**src/rtl/mux_pkg.sv**
```systemverilog
// Shared constants and helpers for the N-channel stream multiplexer.
package mux_pkg;

  localparam int MODE_SEL = 0;
  localparam int MODE_RR  = 1;

  // Index width for n items; never zero so single-item ports stay legal.
  function automatic int clog2_min1(input int n);
    int r;
    r = 0;
    for (int i = 0; i < 31; i++) begin
      if ((1 << i) < n) r = i + 1;
    end
    return (r < 1) ? 1 : r;
  endfunction

endpackage

```
**src/rtl/rr_arbiter.sv**
```systemverilog
// Combinational round-robin picker: first asserted request at or after ptr, wrapping at N.
module rr_arbiter
  import mux_pkg::*;
#(
  parameter int N  = 4,
  parameter int SW = clog2_min1(N)
) (
  input  logic [N-1:0]  req,
  input  logic [SW-1:0] ptr,
  output logic [N-1:0]  gnt_onehot,
  output logic [SW-1:0] gnt_idx,
  output logic          any
);

  int            idx;
  logic [SW-1:0] idx_sw;

  always_comb begin
    gnt_onehot = '0;
    gnt_idx    = '0;
    any        = 1'b0;
    idx        = 0;
    idx_sw     = '0;
    for (int k = 0; k < N; k++) begin
      // Wrap by subtraction; ptr is always below N so one step suffices.
      idx = int'(ptr) + k;
      if (idx >= N) idx = idx - N;
      idx_sw = idx[SW-1:0];
      if (!any && req[idx_sw]) begin
        any                = 1'b1;
        gnt_idx            = idx_sw;
        gnt_onehot[idx_sw] = 1'b1;
      end
    end
  end

endmodule

```
**src/rtl/stream_mux_n.sv**
```systemverilog
// N-channel registered valid/ready stream multiplexer with external-select or
// round-robin channel choice feeding one output register.
module stream_mux_n
  import mux_pkg::*;
#(
  parameter int  N_CH  = 4,
  parameter int  WIDTH = 8,
  parameter int  MODE  = MODE_SEL,
  localparam int SW    = clog2_min1(N_CH)
) (
  input  logic                  clk,
  input  logic                  rst,
  input  logic [SW-1:0]         sel,
  input  logic [N_CH*WIDTH-1:0] in_data,
  input  logic [N_CH-1:0]       in_valid,
  output logic [N_CH-1:0]       in_ready,
  output logic [WIDTH-1:0]      out_data,
  output logic                  out_valid,
  input  logic                  out_ready,
  output logic [SW-1:0]         grant_idx
);

  logic             load;
  logic             eligible;
  logic             take;
  logic [N_CH-1:0]  cand_onehot;
  logic [SW-1:0]    cand_idx;
  logic [WIDTH-1:0] mux_data;
  logic [WIDTH-1:0] masked [N_CH];

  logic [WIDTH-1:0] out_data_reg;
  logic             out_valid_reg;
  logic [SW-1:0]    grant_idx_reg;

  assign load = !out_valid_reg || out_ready;
  // Gated by rst so no producer sees a handshake that reset is about to discard.
  assign take     = load && eligible && !rst;
  assign in_ready = take ? cand_onehot : '0;

  if (MODE == MODE_RR) begin : g_rr
    logic [SW-1:0] rr_ptr_reg;
    logic [SW-1:0] rr_ptr_next;
    logic          unused_sel;

    assign unused_sel = ^sel;

    rr_arbiter #(
      .N  (N_CH),
      .SW (SW)
    ) u_arb (
      .req        (in_valid),
      .ptr        (rr_ptr_reg),
      .gnt_onehot (cand_onehot),
      .gnt_idx    (cand_idx),
      .any        (eligible)
    );

    always_comb begin
      rr_ptr_next = rr_ptr_reg;
      if (take) begin
        rr_ptr_next = (cand_idx == SW'(N_CH - 1)) ? '0 : cand_idx + 1'b1;
      end
    end

    always_ff @(posedge clk) begin
      if (rst) begin
        rr_ptr_reg <= '0;
      end else begin
        rr_ptr_reg <= rr_ptr_next;
      end
    end
  end else begin : g_sel
    // An out-of-range sel matches no channel and therefore grants nothing.
    always_comb begin
      cand_onehot = '0;
      cand_idx    = sel;
      eligible    = 1'b0;
      for (int i = 0; i < N_CH; i++) begin
        if (sel == SW'(i) && in_valid[i]) begin
          cand_onehot[i] = 1'b1;
          eligible       = 1'b1;
        end
      end
    end
  end

  for (genvar gi = 0; gi < N_CH; gi++) begin : g_mask
    assign masked[gi] = in_data[gi*WIDTH +: WIDTH] & {WIDTH{cand_onehot[gi]}};
  end

  always_comb begin
    mux_data = '0;
    for (int i = 0; i < N_CH; i++) begin
      mux_data = mux_data | masked[i];
    end
  end

  // Data and index keep their last value after a drain; only valid drops.
  always_ff @(posedge clk) begin
    if (rst) begin
      out_valid_reg <= 1'b0;
      out_data_reg  <= '0;
      grant_idx_reg <= '0;
    end else if (load) begin
      out_valid_reg <= eligible;
      if (eligible) begin
        out_data_reg  <= mux_data;
        grant_idx_reg <= cand_idx;
      end
    end
  end

  assign out_data  = out_data_reg;
  assign out_valid = out_valid_reg;
  assign grant_idx = grant_idx_reg;

endmodule

```
**config.mk**
```make
export PLATFORM = sky130hd
export DESIGN_NAME = stream_mux_n
export DESIGN_NICKNAME = d
export VERILOG_FILES = /design/src/rtl/mux_pkg.sv /design/src/rtl/rr_arbiter.sv /design/src/rtl/stream_mux_n.sv
export SDC_FILE = /design/constraint.sdc
export NUM_CORES = 1
export LEC_CHECK = 0
export ABC_CLOCK_PERIOD_IN_PS = 1600
export BUFFER_PORTS_ARGS = -buffer_cell sky130_fd_sc_hd__buf_2
export CORE_MARGIN = 10
export CORE_UTILIZATION = 41
export DETAILED_ROUTE_END_ITERATION = 12
export PLACE_DENSITY = 0.81
export RECOVER_POWER = 50
export REMOVE_ABC_BUFFERS = 1
export SYNTH_ARGS = -nofsm -noshare
export SYNTH_HDL_FRONTEND = slang
export SYNTH_HIERARCHICAL = 1
export SYNTH_SLANG_ARGS = --single-unit
```
**constraint.sdc**
```tcl
create_clock -name clk -period 1.6 [get_ports clk]
set_input_delay 0.24 -clock clk [delete_from_list [all_inputs] [get_ports clk]]
set_output_delay 0.24 -clock clk [all_outputs]
set_load 0.05 [all_outputs]
```
==> impl_metrics.env, run 1 <==
export IMPL_final_setup_skew_ns=0.00345
export IMPL_arrival_ns=1.30
export IMPL_rr_endpoint="out_data[5]"
export IMPL_nets=216
export IMPL_fin_crit_sh_pct=96.3
export IMPL_required_ns=1.36
export IMPL_status="finished, final reports clean"
export IMPL_final_hold_viol_count=0
export IMPL_critical_path_top_delay_family="buffers and inverters"
export IMPL_drcViolationCount=0
export IMPL_core_area_um2=1940
export IMPL_worst_pin_slew_ns=0.628
export IMPL_yosysWarningCount=6
export IMPL_clkSinkCount=11
export IMPL_die_h_um=65.0
export IMPL_timing_hold_ws_ns=0.341
export IMPL_cp_buffers_inverters=2
export IMPL_min_to="grant_idx[1]"
export IMPL_rows=16
export IMPL_gr_total_overflow=0
export IMPL_synth_area_um2=830
export IMPL_cp_start_kind="flip-flop"
export IMPL_die_x_um=65.0
export IMPL_ys_types=24
export IMPL_fin_crit_ns=1.54
export IMPL_hold_buffers=0
export IMPL_synth_edff_count=0
export IMPL_netlist_instances=124
export IMPL_drt_iter0_drc=36
export IMPL_holdPathStages=3
export IMPL_ant_nets=0
export IMPL_worstSetupPathType="flip-flop to output port"
export IMPL_worstPathMaxFanout=4
export IMPL_routed_wl_mm=3.04
export IMPL_start_util_pct=42.7
export IMPL_place_congestion=0.976
export IMPL_synth_flop_cell="dfxtp_1"
export IMPL_drt_pass1_iterations=4
export IMPL_io_pins=56
export IMPL_worstPathCellList="nor2b_4, buf_4, nor4_2, buf_4"
export IMPL_dieArea_um2=4220
export IMPL_peakVddDrop_mv=0.517
export IMPL_synthArstFlopShare_pct=0
export IMPL_setup_viol=0
export IMPL_r2r_start="out_valid"
export IMPL_cpMaxStageDelayCell="dfxtp_1"
export IMPL_grt_pass1_wl_mm=4.71
export IMPL_crit_path_end_kind="output port"
export IMPL_tritoncts="yes"
export IMPL_p_leak_nw=0.487
export IMPL_via_count=1117
export IMPL_slew_headroom_pct=58.3
export IMPL_final_util_pct=60.3
export IMPL_synth_most_common_cell="nand2_1"
export IMPL_synth_common_cells="nand2_1, o22ai_1, dfxtp_1"
export IMPL_cts_htree_levels=1
export IMPL_grt_max_degree=16
export IMPL_synth_top_cell_by_area="dfxtp_1"
export IMPL_rsz0062_at_grt="false"
export IMPL_diodes=0
export IMPL_drv_slew=0
export IMPL_largest_register_ffs=8
export IMPL_cpPeakStageDelay_ns=0.33
export IMPL_grt_pass1_vias=1079
export IMPL_max_cap_viol_count=0
export IMPL_min_from="sel[1]"
export IMPL_cts_buffer_depth=2
export IMPL_synthTopCellsByArea="dfxtp_1, o22ai_1, nand2_1"
export IMPL_crit_start="out_valid"
export IMPL_ys_seq_area_share_pct=26.5
export IMPL_clk_latency_ns=0.27
export IMPL_drt_wirelength_per_cell_um=15.1
export IMPL_grt_util_all_layers_pct=13.3
export IMPL_max_freq_mhz=649
export IMPL_cts_buffers=3
export IMPL_clkTransAtPathRegs_ns=0.07
export IMPL_area_growth_pct=41.2
export IMPL_hp_class="input pin to flip-flop"
export IMPL_portBuffers=55
export IMPL_powerDensity_nw_per_um2=671
export IMPL_synth_top_area_share_pct=26.5
export IMPL_antenna_found_initial=0
export IMPL_vias_per_cell=5.56
export IMPL_drive_above_1_share_pct=34.5
export IMPL_r2r_slack_ns=0.31
export IMPL_cp_common_cell="buf_4"
export IMPL_syn_area_per_cell_um2=6.69
export IMPL_reg2reg_depth=4
export IMPL_clock_tree_root_cell="clkbuf_4"
export IMPL_dp_hpwl_mm=2.40
export IMPL_synth_seq_cells=11
## through the flow
stage                     setup slack [ns]  instance area [um^2]  total power, mW  std cells  TNS (ns)
after floorplan                     -0.897                   754            0.472        112     -4.03
after global placement              0.0889                  1090            0.585        197         0
after detailed placement            0.0548                  1090            0.590        197         0
after CTS                          0.00378                  1160            0.783        201         0
after global routing                0.0135                  1170            0.823        201         0
final                               0.0590                  1170            0.786        201         0
## layout make-up
class	count	area (um^2)
clock buffer	4	26.3
inverter	1	3.75
sequential	11	220
multi-input combinational	100	589
fill	191	771
tap	27	33.8
timing repair buffer	58	298
## per-layer routing
layer	part of all wire, %	global-route usage (%)
met1	40	13.8
met2	49	23.9
met3	8.7	4.98
met4	1.9	4.81
met5	0	0
## layout by cell type (no fill, tap or decap), types with 3 or more instances in the layout
cell,n
clkbuf_4,3
nand3_1,10
o22ai_1,24
dfxtp_1,11
buf_2,40
buf_4,6
clkbuf_1,12
nand2b_1,5
a21oi_1,10
nor4_4,3
nand2_1,36
## worst register-to-register path, cell delays in order (launching register included)
cell	delay, ns
dfxtp_1	0.33
nor2b_4	0.14
or3_1	0.47
nand3_1	0.16
a21oi_1	0.07
## worst max-delay path by stage
| stage | cells after the start | to |
|---|---|---|
| after floorplan | 2 | in_ready[1] |
| final | 4 | in_ready[3] |
| after global routing | 4 | in_ready[3] |
| after global placement | 5 | out_data[3] |
| after detailed placement | 5 | out_data[3] |
| after CTS | 4 | in_ready[1] |
## logic make-up (layout without fill, tap and decap cells)
| kind of cell | count (synthesis) | in the layout | share of synthesized area [%] |
|---|---|---|---|
| AND/OR/NAND/NOR | 61 | 61 | 34.5 |
| multiplexers | 2 | 2 | 3.02 |
| flip-flops | 11 | 11 | 26.5 |
| buffers and inverters | 13 | 63 | 9.50 |
| AO/OA/AOI/OAI | 37 | 37 | 26.4 |
## power breakdown
part | internal [mW] | switching (mW)
clock | 0.0965 | 0.0889
sequential | 0.290 | 0.00968
combinational | 0.103 | 0.198
## repair_timing
item,in CTS,in global routing
gates resized for setup,10,4
endpoints found under the setup margin,4,4
pin swaps,1,1
setup buffers,0,0
(Power assumes the default switching activity.)
==> inputs of run 2 (changes only) <==
--- a/config.mk
+++ b/config.mk
@@ -5,7 +5,7 @@
 export SDC_FILE = /design/constraint.sdc
 export NUM_CORES = 1
 export LEC_CHECK = 0
-export ABC_CLOCK_PERIOD_IN_PS = 1600
+export ABC_CLOCK_PERIOD_IN_PS = 1500
 export BUFFER_PORTS_ARGS = -buffer_cell sky130_fd_sc_hd__buf_2
 export CORE_MARGIN = 10
 export CORE_UTILIZATION = 41
==> constraint.sdc (replaced) <==
create_clock -name clk -period 1.5 [get_ports clk]
set_input_delay 0.225 -clock clk [delete_from_list [all_inputs] [get_ports clk]]
set_output_delay 0.225 -clock clk [all_outputs]
set_load 0.05 [all_outputs]
==> impl_metrics.env, run 2 (synthesized netlist as in run 1, its figures left out) <==
export IMPL_cp_start_kind="flip-flop"
export IMPL_clkTransAtPathRegs_ns=0.07
export IMPL_die_x_um=65.0
export IMPL_fin_crit_ns=1.42
export IMPL_max_freq_mhz=703
export IMPL_antenna_found_initial=0
export IMPL_drive_above_1_share_pct=36.5
export IMPL_io_pins=56
export IMPL_drcViolationCount=0
export IMPL_die_h_um=65.0
export IMPL_clkSinkCount=11
export IMPL_area_growth_pct=40.9
export IMPL_mostFrequentLayoutCell="buf_2"
export IMPL_worst_pin_slew_ns=0.613
export IMPL_final_cell_mix="buf_2, nand2_1, o22ai_1"
export IMPL_largest_register_ffs=8
export IMPL_arrival_ns=1.20
export IMPL_max_cap_viol_count=0
export IMPL_peakVddDrop_mv=0.740
export IMPL_grt_pass1_vias=1115
export IMPL_status="finished, final reports clean"
export IMPL_cts_setup_buffers=0
export IMPL_rsz0062_at_grt="false"
export IMPL_crit_path_end_kind="output port"
export IMPL_placed_cells=202
export IMPL_min_from="out_ready"
export IMPL_hp_class="input pin to flip-flop"
export IMPL_dieArea_um2=4220
export IMPL_nets=220
export IMPL_start_util_pct=42.7
export IMPL_power_mw=0.845
export IMPL_final_setup_skew_ns=0.00531
export IMPL_ant_nets=0
export IMPL_reg2reg_depth=5
export IMPL_r2r_start="out_valid"
export IMPL_clock_tree_root_cell="clkbuf_4"
export IMPL_cts_buffer_depth=2
export IMPL_final_util_pct=60.2
export IMPL_final_hold_viol_count=0
export IMPL_cts_htree_levels=1
export IMPL_tritoncts="yes"
export IMPL_clk_latency_ns=0.27
export IMPL_drv_slew=0
export IMPL_rr_endpoint="out_data[6]"
export IMPL_worstPathMaxFanout=6
export IMPL_drt_wirelength_per_cell_um=14.5
export IMPL_rows=16
export IMPL_required_ns=1.27
export IMPL_powerDensity_nw_per_um2=723
export IMPL_min_to="out_valid"
export IMPL_worstSetupPathType="flip-flop to output port"
export IMPL_slew_headroom_pct=59.3
export IMPL_portBuffers=55
export IMPL_fin_crit_sh_pct=94.8
export IMPL_dp_hpwl_mm=2.44
export IMPL_via_count=1116
export IMPL_drt_pass1_iterations=4
export IMPL_holdPathStages=3
export IMPL_diodes=0
export IMPL_grt_pass1_wl_mm=4.82
export IMPL_grt_util_all_layers_pct=13.7
export IMPL_routed_wl_mm=2.97
export IMPL_cts_buffers=3
export IMPL_grt_max_degree=16
export IMPL_p_leak_nw=0.503
export IMPL_gr_total_overflow=0
export IMPL_r2r_slack_ns=0.17
export IMPL_setup_viol=0
export IMPL_setup_tns_ns=0
export IMPL_core_area_um2=1940
export IMPL_vias_per_cell=5.44
export IMPL_drt_iter0_drc=34
export IMPL_fin_cells=205
export IMPL_place_congestion=0.950
run 2: stage by stage:
step           hold WS [ns]  setup WS [ns]  instance area (um^2)
2_1_floorplan         0.294         -0.982                   754
3_3_place_gp          0.453         0.0623                  1120
3_5_place_dp          0.456         0.0114                  1120
4_1_cts               0.303        0.00729                  1180
5_1_grt               0.340         0.0144                  1170
6_report              0.306         0.0778                  1170
run 2: critical path, stage by stage (launching register included):
cell and delay (ns):
dfxtp_2 0.34, nor2b_2 0.32, nor4_2 0.07, buf_4 0.20
run 2: metal layers:
metal,up-vias,routed length [um],GRT usage [%]
met5,-,0,0
met4,0,81,5.61
met3,10,230,4.12
met2,53,1450,22.9
met1,500,1210,15.7
li1,553,-,-
run 2: final cells by class:
type	count	area (um^2)
timing repair buffer	62	324
multi-input combinational	100	559
inverter	1	3.75
sequential	11	221
fill	195	773
clock buffer	4	26.3
tap	27	33.8
run 2: power breakdown:
part | total [mW] | switching (mW) | internal, mW
Combinational | 0.318 | 0.204 | 0.114
Sequential | 0.320 | 0.00978 | 0.310
Clock | 0.207 | 0.104 | 0.103
Total | 0.845 | 0.318 | 0.527
run 2: worst max-delay path by stage:
stage                     slack, ns       from           to
final                          0.08  out_valid  in_ready[1]
after global routing           0.01  out_valid  in_ready[1]
after CTS                     0.007  out_valid  in_ready[0]
after detailed placement       0.01     sel[1]  out_data[1]
after global placement         0.06     sel[1]  out_data[7]
after floorplan               -0.98  out_valid  in_ready[1]
run 2: what timing repair did:
item,CTS,global route
pin swaps,3,1
hold buffers,0,0
endpoints found under the setup margin,4,4
resized for setup,10,1
